<file path="config.mk">
export PLATFORM = sky130hd
export DESIGN_NAME = regfile_sequencer
export DESIGN_NICKNAME = d
export VERILOG_FILES = /design/src/rtl/regfile_sequencer.sv
export SDC_FILE = /design/constraint.sdc
export NUM_CORES = 1
export LEC_CHECK = 0
export CORE_MARGIN = 2
export CORE_UTILIZATION = 40
export CTS_BUF_LIST = sky130_fd_sc_hd__clkbuf_4 sky130_fd_sc_hd__clkbuf_8
export DETAILED_ROUTE_END_ITERATION = 10
export PLACE_DENSITY = 0.81
export SLEW_MARGIN = 20
export SYNTH_ARGS = -nofsm -noshare
export SYNTH_HDL_FRONTEND = slang
export SYNTH_SLANG_ARGS = --single-unit
export TNS_END_PERCENT = 20
</file>
<file path="constraint.sdc">
create_clock -name CLKb -period 2.7 [get_ports CLKb]
set_input_delay 0.54 -clock CLKb [delete_from_list [all_inputs] [get_ports CLKb]]
set_output_delay 0.54 -clock CLKb [all_outputs]
set_load 0.01 [all_outputs]
</file>
<file path="src/rtl/regfile_sequencer.sv">
// regfile_sequencer: Moore control FSM that sequences register-file, ALU and bus control for a 10-bit instruction set.
// Ports: CLKb/RSTb (async active-low reset); EXEC/INSTR capture an instruction in T0;
// ENW/WRA write port; ENR0/RDA0 and ENR1/RDA1 read ports; EXTRN, ALOAD, ALU_OP, GLOAD, GOUT datapath
// controls; DONE/ERR completion pulses; BUSY high outside T0.
// Optional macro REGSEQ_RETIRE_CNT_EN adds parameter CNT_W and output RETIRED (count of legal retired instructions).
module regfile_sequencer #(
  parameter int IW = 10
`ifdef REGSEQ_RETIRE_CNT_EN
  , parameter int CNT_W = 16
`endif
) (
  input  logic          CLKb,
  input  logic          RSTb,
  input  logic          EXEC,
  input  logic [IW-1:0] INSTR,
  output logic          ENW,
  output logic [1:0]    WRA,
  output logic          ENR0,
  output logic [1:0]    RDA0,
  output logic          ENR1,
  output logic [1:0]    RDA1,
  output logic          EXTRN,
  output logic          ALOAD,
  output logic [2:0]    ALU_OP,
  output logic          GLOAD,
  output logic          GOUT,
  output logic          DONE,
  output logic          ERR,
  output logic          BUSY
`ifdef REGSEQ_RETIRE_CNT_EN
  , output logic [CNT_W-1:0] RETIRED
`endif
);
  typedef enum logic [1:0] {T0, T1, T2, T3} state_t;
  state_t state_q, state_d;
  logic [IW-1:0] ir_q, ir_d;
  logic [1:0] rx, ry;
  logic [3:0] op;
  logic is_load, is_copy, is_alu, is_ill, t1, t2, t3;
  logic unused;
  always_comb begin
    rx      = ir_q[9:8];
    ry      = ir_q[7:6];
    op      = ir_q[3:0];
    unused  = ^ir_q[5:4];
    is_load = op == 4'b0000;
    is_copy = op == 4'b0001;
    is_ill  = op[3];
    is_alu  = !op[3] && op[2:1] != 2'b00;
    t1      = state_q == T1;
    t2      = state_q == T2;
    t3      = state_q == T3;
    // Outputs depend only on state and IR; everything not driven in a state is 0.
    ENW     = (t1 && (is_load || is_copy)) || t3;
    WRA     = ENW ? rx : 2'b00;
    ENR0    = t1 && (is_copy || is_alu);
    RDA0    = !t1 ? 2'b00 : is_copy ? ry : is_alu ? rx : 2'b00;
    ENR1    = t2;
    RDA1    = t2 ? ry : 2'b00;
    EXTRN   = t1 && is_load;
    ALOAD   = t1 && is_alu;
    // Opcodes 0010..0111 map onto ALU functions 000..101.
    ALU_OP  = t2 ? op[2:0] - 3'd2 : 3'd0;
    GLOAD   = t2;
    GOUT    = t3;
    DONE    = (t1 && !is_alu) || t3;
    ERR     = t1 && is_ill;
    BUSY    = state_q != T0;
    ir_d    = (state_q == T0 && EXEC) ? INSTR : ir_q;
    state_d = state_q == T0 ? (EXEC ? T1 : T0) :
              state_q == T1 ? (is_alu ? T2 : T0) :
              state_q == T2 ? T3 : T0;
  end
`ifdef REGSEQ_RETIRE_CNT_EN
  logic [CNT_W-1:0] retired_q, retired_d;
  always_comb begin
    retired_d = retired_q + CNT_W'(DONE && !ERR);
    RETIRED   = retired_q;
  end
  always_ff @(posedge CLKb or negedge RSTb) begin
    if (!RSTb) retired_q <= '0;
    else retired_q <= retired_d;
  end
`endif
  always_ff @(posedge CLKb or negedge RSTb) begin
    if (!RSTb) begin
      state_q <= T0;
      ir_q    <= '0;
    end else begin
      state_q <= state_d;
      ir_q    <= ir_d;
    end
  end
endmodule

</file>
==> Yosys cells after proc, flatten, opt, wreduce, memory -nomap -nowiden <==
Cells that the tools add are included.
{ "word_totals": {"register_bits": 12, "input_bits": 13} }
{ "classes": {"n_eq_ne": 4, "muxes": 11, "reduce_logical": 18, "add_sub_neg": 1} }
{ "op_table": {"columns": ["op", "count"], "rows": [
  ["2-bit 2-to-1 mux", 9],
  ["1-bit logical AND", 8],
  ["2-bit equality test, second input constant", 2],
  ["4-bit by 1-bit equality test with 1-bit output, second input constant", 1],
  ["4-bit zero test", 1],
  ["1-bit logical OR", 4],
  ["2-bit nonzero test", 2],
  ["3-bit 2-to-1 mux", 1],
  ["3-bit by 2-bit subtractor with 3-bit output, second input constant", 1],
  ["2-bit by 1-bit equality test with 1-bit output, second input constant", 1],
  ["1-bit zero test", 2],
  ["2-bit zero test", 1],
  ["1-bit 2-to-1 mux", 1]
]} }

==> Longest topological paths before layout <==
Gate-level depths: netlist of run 1.
{ "depth": {"word_depth": 5, "depth_mapped": 5} }

==> Worst setup path after synthesis of run 1 <==
Ideal clock, no wire load.
{ "synth_path": {"path_type": "register to output", "startpoint": "register ir_q[1]", "endpoint": "output port RDA0[0]", "stages_incl_launch_ff": 6, "arrival_time_ps": 1142, "path_buffers": 0, "slack_ps": 1018, "cell_sequence": "dfrtp_1 -> inv_1 -> ha_1 -> nor3b_1 -> mux2i_1 -> nor2_1"} }
{ "synth_between": {"elab_chain_cells": 5} }
{ "synth_lines": {"columns": ["element", "line", "rtl"], "rows": [
  ["start: declaration", "36", "logic [IW-1:0] ir_q, ir_d;"],
  ["start signal: assignment", "91", "ir_q <= ir_d;"],
  ["2-bit nonzero test", "49", "is_alu = !op[3] && op[2:1] != 2'b00;"],
  ["1-bit logical AND", "49", null],
  ["2-bit 2-to-1 mux", "57", "RDA0 = !t1 ? 2'b00 : is_copy ? ry : is_alu ? rx : 2'b00;"],
  ["2-bit 2-to-1 mux * (2 in series)", "57", null],
  ["end: declaration", "19", "output logic [1:0] RDA0,"]
]} }
Every way passes the cells marked *; elsewhere a longest branch is shown, timed or not.

==> Final worst setup path of run 1 <==
{ "layout_path": {"startpoint": "register ir_q[2]", "endpoint": "output port RDA0[0]"} }
The elaborated chain is that of the path after synthesis.

==> metrics, run 1 <==
pwr/cell area ~1100 nW/µm²; Max Root-Sink Buffers 2; RePlAce Congestion 0.801; Syn Inst Count between 50 and 60; Max H-tree Level 1; status finished clean; Tightest Pin Transition about 500 ps; Core Util, Final 63.6%; Die Span X ~43 µm; part of the power in registers 31.6%; Worst-path clk slew 70 ps; top post-synthesis cells by area dfrtp_1 (41%), mux2_2 (15%), nor2_1 (6.2%); WL final approximately 1.4 mm; filler cell count around 140; max frequency approximately 400 MHz; Cell Int Power between 600 and 700 µW; fin. max-slew vios 0; number of global-route vias before repair approximately 560; CTS buffer count 3; WP data required between 2000 and 2500 ps; Slew HR ~66%; sequential area share after synthesis between 40% and 50%; max cap viols 0; initial antenna violation count 0; Logic pwr share 55.1%; Pwr Total between 1000 and 1500 µW; FF-to-FF End ir_q[6]; post-synth top area share 41.2%; # rows 14; cts-stage hold buffer count 0; share of cells above drive strength 1 between 10% and 20%; worst hold stages 1; Hold EP ir_q[7]; Total Nets Final around 110; DIE HEIGHT about 43 µm; DRC errors left 0; switching power of the nets ~390 µW; CTS resizes 0; syn nets between 70 and 80; RSZ-0062 raised after global routing no; worst r2r path cells 3; DR iter-0 viols 11; most common cell after layout, fill and taps aside clkdlybuf4s50_1; Worst Clk Skew 0.682 ps; WL/cell 13.5 µm; Tot GR Track Use between 10% and 20%; clock network fraction of total power between 10% and 20%; hold_sp ir_q[7]; crit share post-route between 90% and 100%; most frequent cells in the layout clkdlybuf4s50_1 (29), nor2_1 (10), dfrtp_1 (9); clk sinks 10; I/O pins 32; final setup fails 0; TritonRoute pass-1 iters 4; Core Area 1470 µm²; VDD IR max between 0.5 and 0.6 mV; Synth Register Bits 10; class of the worst hold path reg2reg; first-pass GRT wire length 2.26 mm; endpoint class of the critical path primary output; synth-to-layout area growth 54.2%; postcts setup bufs 0; setup slack, reg-to-reg about 1300 ps; Synth Warn # 0; Final Hold Viols 0; Post-DP HPWL roughly 1.1 mm; worst skew pair latency 260 ps; largest net degree at the start of global routing 11; crit path launch type flip-flop; Sw Ratio 37.9%; Mapped Area between 600 and 700 µm²; remaining antenna violation count after routing 0; CP arrival 1960 ps; antenna cells 0; die area ~1800 µm²; clock root cell clkbuf_4; port bufs 29; CTS tree done; Synth Area per Inst slightly above 10 µm²; initial core utilization about two fifths; largest area contributor in the netlist dfrtp_1; critical setup path kind reg2out; Synth cell types 18; fin crit period ~2500 ps; vias per cell approximately 5; Post-Layout Cell Count roughly 110; dpl cells 102; Static Leak 0.000409 µW; Max Fanout on Critical Path 5; total gr overflow 0; setup_tns 0 ps; Vias approximately 530
-- worst max-delay path by stage --
stage / from / endpoint / slack, ps / depth (start not counted)
after global routing: ir_q[2] / RDA0[0] / 30 / 6
after detailed placement: ir_q[1] / RDA0[1] / 430 / 6
after global placement: ir_q[1] / RDA0[0] / 470 / 6
final: ir_q[2] / RDA0[0] / 200 / 6
after floorplan: ir_q[1] / RDA0[0] / 1020 / 5
after CTS: ir_q[1] / RDA0[1] / 140 / 6
-- cell families (layout without fill, tap and decap cells) --
family | after synthesis | count (layout) | synth area share (%)
and+or+nand+nor | 25 | 25 | 27.4
muxes | 10 | 10 | 18.1
DFF | 10 | 10 | 41.2
buffers and inverters | 10 | 41 | 8.04
AOI/OAI and AO/OA | 3 | 3 | 3.09
adders and majority gates | 1 | 1 | 2.06
-- layout make-up --
| class | instances | area (µm²) | area share (%) |
|---|---|---|---|
| inverter | 8 | 30.0 | 3.21 |
| tap | 16 | 20.0 | 2.14 |
| clock buffer | 4 | 36.3 | 3.88 |
| multi-input combinational | 39 | 308 | 32.9 |
| sequential | 10 | 251 | 26.9 |
| timing repair buffer | 29 | 290 | 31.0 |
-- Yosys cell counts --
cell type,n
mux2_2,8
mux2i_1,2
nand2b_1,2
ha_1,1
buf_6,1
and2_1,4
nor2_1,10
inv_1,8
nor2_8,1
dfrtp_1,10
or2_2,1
or2_4,1
nor3b_1,3
o31a_1,1
nor3_1,2
nor4b_4,1
buf_4,1
o21ai_0,2
-- power by group through the flow --
stage / clock network (µW) / logic, µW / registers [µW]
2_1_floorplan: 0 / 373 / 283
3_3_place_gp: 0 / 560 / 320
3_5_place_dp: 0 / 574 / 324
4_1_cts: 142 / 577 / 321
5_1_grt: 152 / 618 / 338
6_report: 138 / 571 / 327
-- critical path, stage by stage, from the launching register on --
cell	delay, ps
dfrtp_1	440
inv_1	70
ha_1	250
nor3b_1	210
mux2i_1	100
nor2_1	90
clkdlybuf4s50_1	540
-- state kept, by name (all words and copies together) (netlist names), named ones only --
name	cells
ir_q	8
state_q	1
-- routing by layer --
layer  vias to the layer above  part of all wire (%)  track usage, %  wire length, µm
met5                         -                     0               0                0
met3                         2                   5.8            4.26               83
met4                         0                   1.1            12.7               15
met1                       260                    41            18.5              583
li1                        253                     -               -                -
met2                        17                    52            28.8              744
-- stage by stage --
stage / hold WS [ps] / setup slack [ps] / instance area [µm²]
after global placement: 516 / 470 / 898
after floorplan: 244 / 1020 / 607
after CTS: 537 / 141 / 935
final: 537 / 199 / 936
after global routing: 551 / 31.6 / 936
after detailed placement: 521 / 434 / 898
No activity file was read; power rests on OpenSTA's default activity.
==> run 2, diff against run 1 <==
--- a/config.mk
+++ b/config.mk
@@ -5,6 +5,7 @@
 export SDC_FILE = /design/constraint.sdc
 export NUM_CORES = 1
 export LEC_CHECK = 0
+export CAP_MARGIN = 20
 export CORE_MARGIN = 2
 export CORE_UTILIZATION = 40
 export CTS_BUF_LIST = sky130_fd_sc_hd__clkbuf_4 sky130_fd_sc_hd__clkbuf_8
==> results of run 2 <==
Same layout as run 1: the final DEF is identical, and so are final timing and power.
==> run 3, diff against run 2 <==
--- a/config.mk
+++ b/config.mk
@@ -7,10 +7,10 @@
 export LEC_CHECK = 0
 export CAP_MARGIN = 20
 export CORE_MARGIN = 2
-export CORE_UTILIZATION = 40
+export CORE_UTILIZATION = 43
 export CTS_BUF_LIST = sky130_fd_sc_hd__clkbuf_4 sky130_fd_sc_hd__clkbuf_8
 export DETAILED_ROUTE_END_ITERATION = 10
-export PLACE_DENSITY = 0.81
+export PLACE_DENSITY = 0.87
 export SLEW_MARGIN = 20
 export SYNTH_ARGS = -nofsm -noshare
 export SYNTH_HDL_FRONTEND = slang
==> metrics, run 3 (same netlist as run 1, synthesis figures left out) <==
Pwr Total 1030 µW; setup_tns 0 ps; Core Area ~1300 µm²; clock network fraction of total power between 10% and 20%; endpoint class of the critical path primary output; max FFs per register 8; Final Hold Viols 0; Max H-tree Level 1; Max Root-Sink Buffers 2; class of the worst hold path reg2reg; most common cell after layout, fill and taps aside clkdlybuf4s50_1; multi-input logic area ~300 µm²; Core Util, Final between 70 and 80%; Max Fanout on Critical Path 5; peak per-stage delay on the critical path 540 ps; RSZ-0062 raised after global routing no; Biggest register ir_q; clock root cell clkbuf_4; worst skew pair latency around 270 ps; port bufs 29; initial antenna violation count 0; fin. max-slew vios 0; fin crit period around 2500 ps; Cell Int Power 643 µW; critical setup path kind reg2out; remaining antenna violation count after routing 0; clk sinks 10; VDD IR max about 0.61 mV; CP arrival between 1500 and 2000 ps; CTS tree done; CP top delay family buffers and inverters; filler cell count around 110; WL/cell ~13 µm; largest net degree at the start of global routing 11; Tightest Pin Transition between 400 and 500 ps; Total Nets Final around 110; share of cells above drive strength 1 about a fifth; vias per cell between 4 and 5; cells along the critical path inv_1 > ha_1 > nor3b_1 > mux2i_1 > nor2_1 > clkdlybuf4s50_1; crit share post-route 93.9%; DR iter-0 viols 12; crit path launch type flip-flop; # rows 13; WP data required about 2200 ps; Worst-path clk slew 70 ps; die area between 1500 and 2000 µm²; DIE HEIGHT approximately 42 µm; most frequent cells in the layout clkdlybuf4s50_1 (29), nor2_1 (10), dfrtp_1 (9); Worst Clk Skew 2.37 ps; synth-to-layout area growth 54.0%; final setup fails 0; pwr/cell area 1100 nW/µm²; crit path buf inv count 2; number of global-route vias before repair slightly above 500; Static Leak 0.000409 µW; CTS buffer count 3; total gr overflow 0; Die Span X 41.6 µm; I/O pins 32; antenna cells 0; hold slack between 500 and 600 ps; RePlAce Congestion 0.831; Crit-path slowest cell clkdlybuf4s50_1; max frequency 395 MHz; Post-DP HPWL between 1 and 1.5 mm; WL final approximately 1.4 mm; TritonRoute pass-1 iters 4; Tot GR Track Use 17.2%; max cap viols 0; DRC errors left 0; largest registers ir_q (8), state_q (1); first-pass GRT wire length 2.24 mm; status finished clean; Sw Ratio a little under two fifths; initial core utilization between 40 and 50%; Logic pwr share 54.9%; switching power of the nets around 390 µW; part of the power in registers between 30% and 40%; cts-stage hold buffer count 0; Vias ~520; Reg area around 250 µm²; Slew HR between 60 and 70%
-- run 3: cell counts in the layout (fill, tap and decap cells not counted) --
No cell type changed its count.
-- run 3: final timing paths --
path                       startpoint      end  slack (ps)  cells after the start
min reg2reg                   ir_q[7]  ir_q[7]         540                      1
max reg2reg                 flip-flop  ir_q[8]        1340                      3
min in group asynchronous        RSTb  ir_q[7]         600                      1
min                           ir_q[7]  ir_q[7]         540                      1
max in group asynchronous        RSTb  ir_q[1]        1750                      1
max                           ir_q[2]  RDA0[0]         170                      6
-- run 3: cell type report --
| class | instances | share of cell area, % |
|---|---|---|
| well taps | 15 | 2.01 |
| repair buffers | 29 | 31.1 |
| clock buffers | 4 | 3.88 |
| flip-flops and latches | 10 | 26.9 |
| multi-input cells | 39 | 32.9 |
| inverters | 8 | 3.21 |
-- run 3: metal layers --
metal	up-vias	share of wire, %	track usage, %
met1	235	42	21.7
met5	-	0	0
met3	2	7.0	3.91
met4	0	0.37	7.74
met2	27	50	27.8
li1	257	-	-
-- run 3: what timing repair did --
| action | 4_1_cts | 5_1_grt |
|---|---|---|
| resized for setup | 0 | 1 |
| buffers inserted | 0 | 0 |
| setup endpoints to repair | 0 | 1 |
-- run 3: power groups by stage --
stage | combinational, µW | clock, µW | sequential [µW]
5_1_grt | 614 | 152 | 337
3_3_place_gp | 554 | 0 | 319
2_1_floorplan | 373 | 0 | 283
6_report | 566 | 137 | 328
3_5_place_dp | 567 | 0 | 327
4_1_cts | 571 | 139 | 325
-- run 3: per-stage QoR --
step,area [µm²],worst slack [ps],instances
floorplan,607,1020,59
CTS,933,152,105
global route,935,30.6,105
global placement,897,490,101
detailed placement,897,477,101
finish,935,165,105
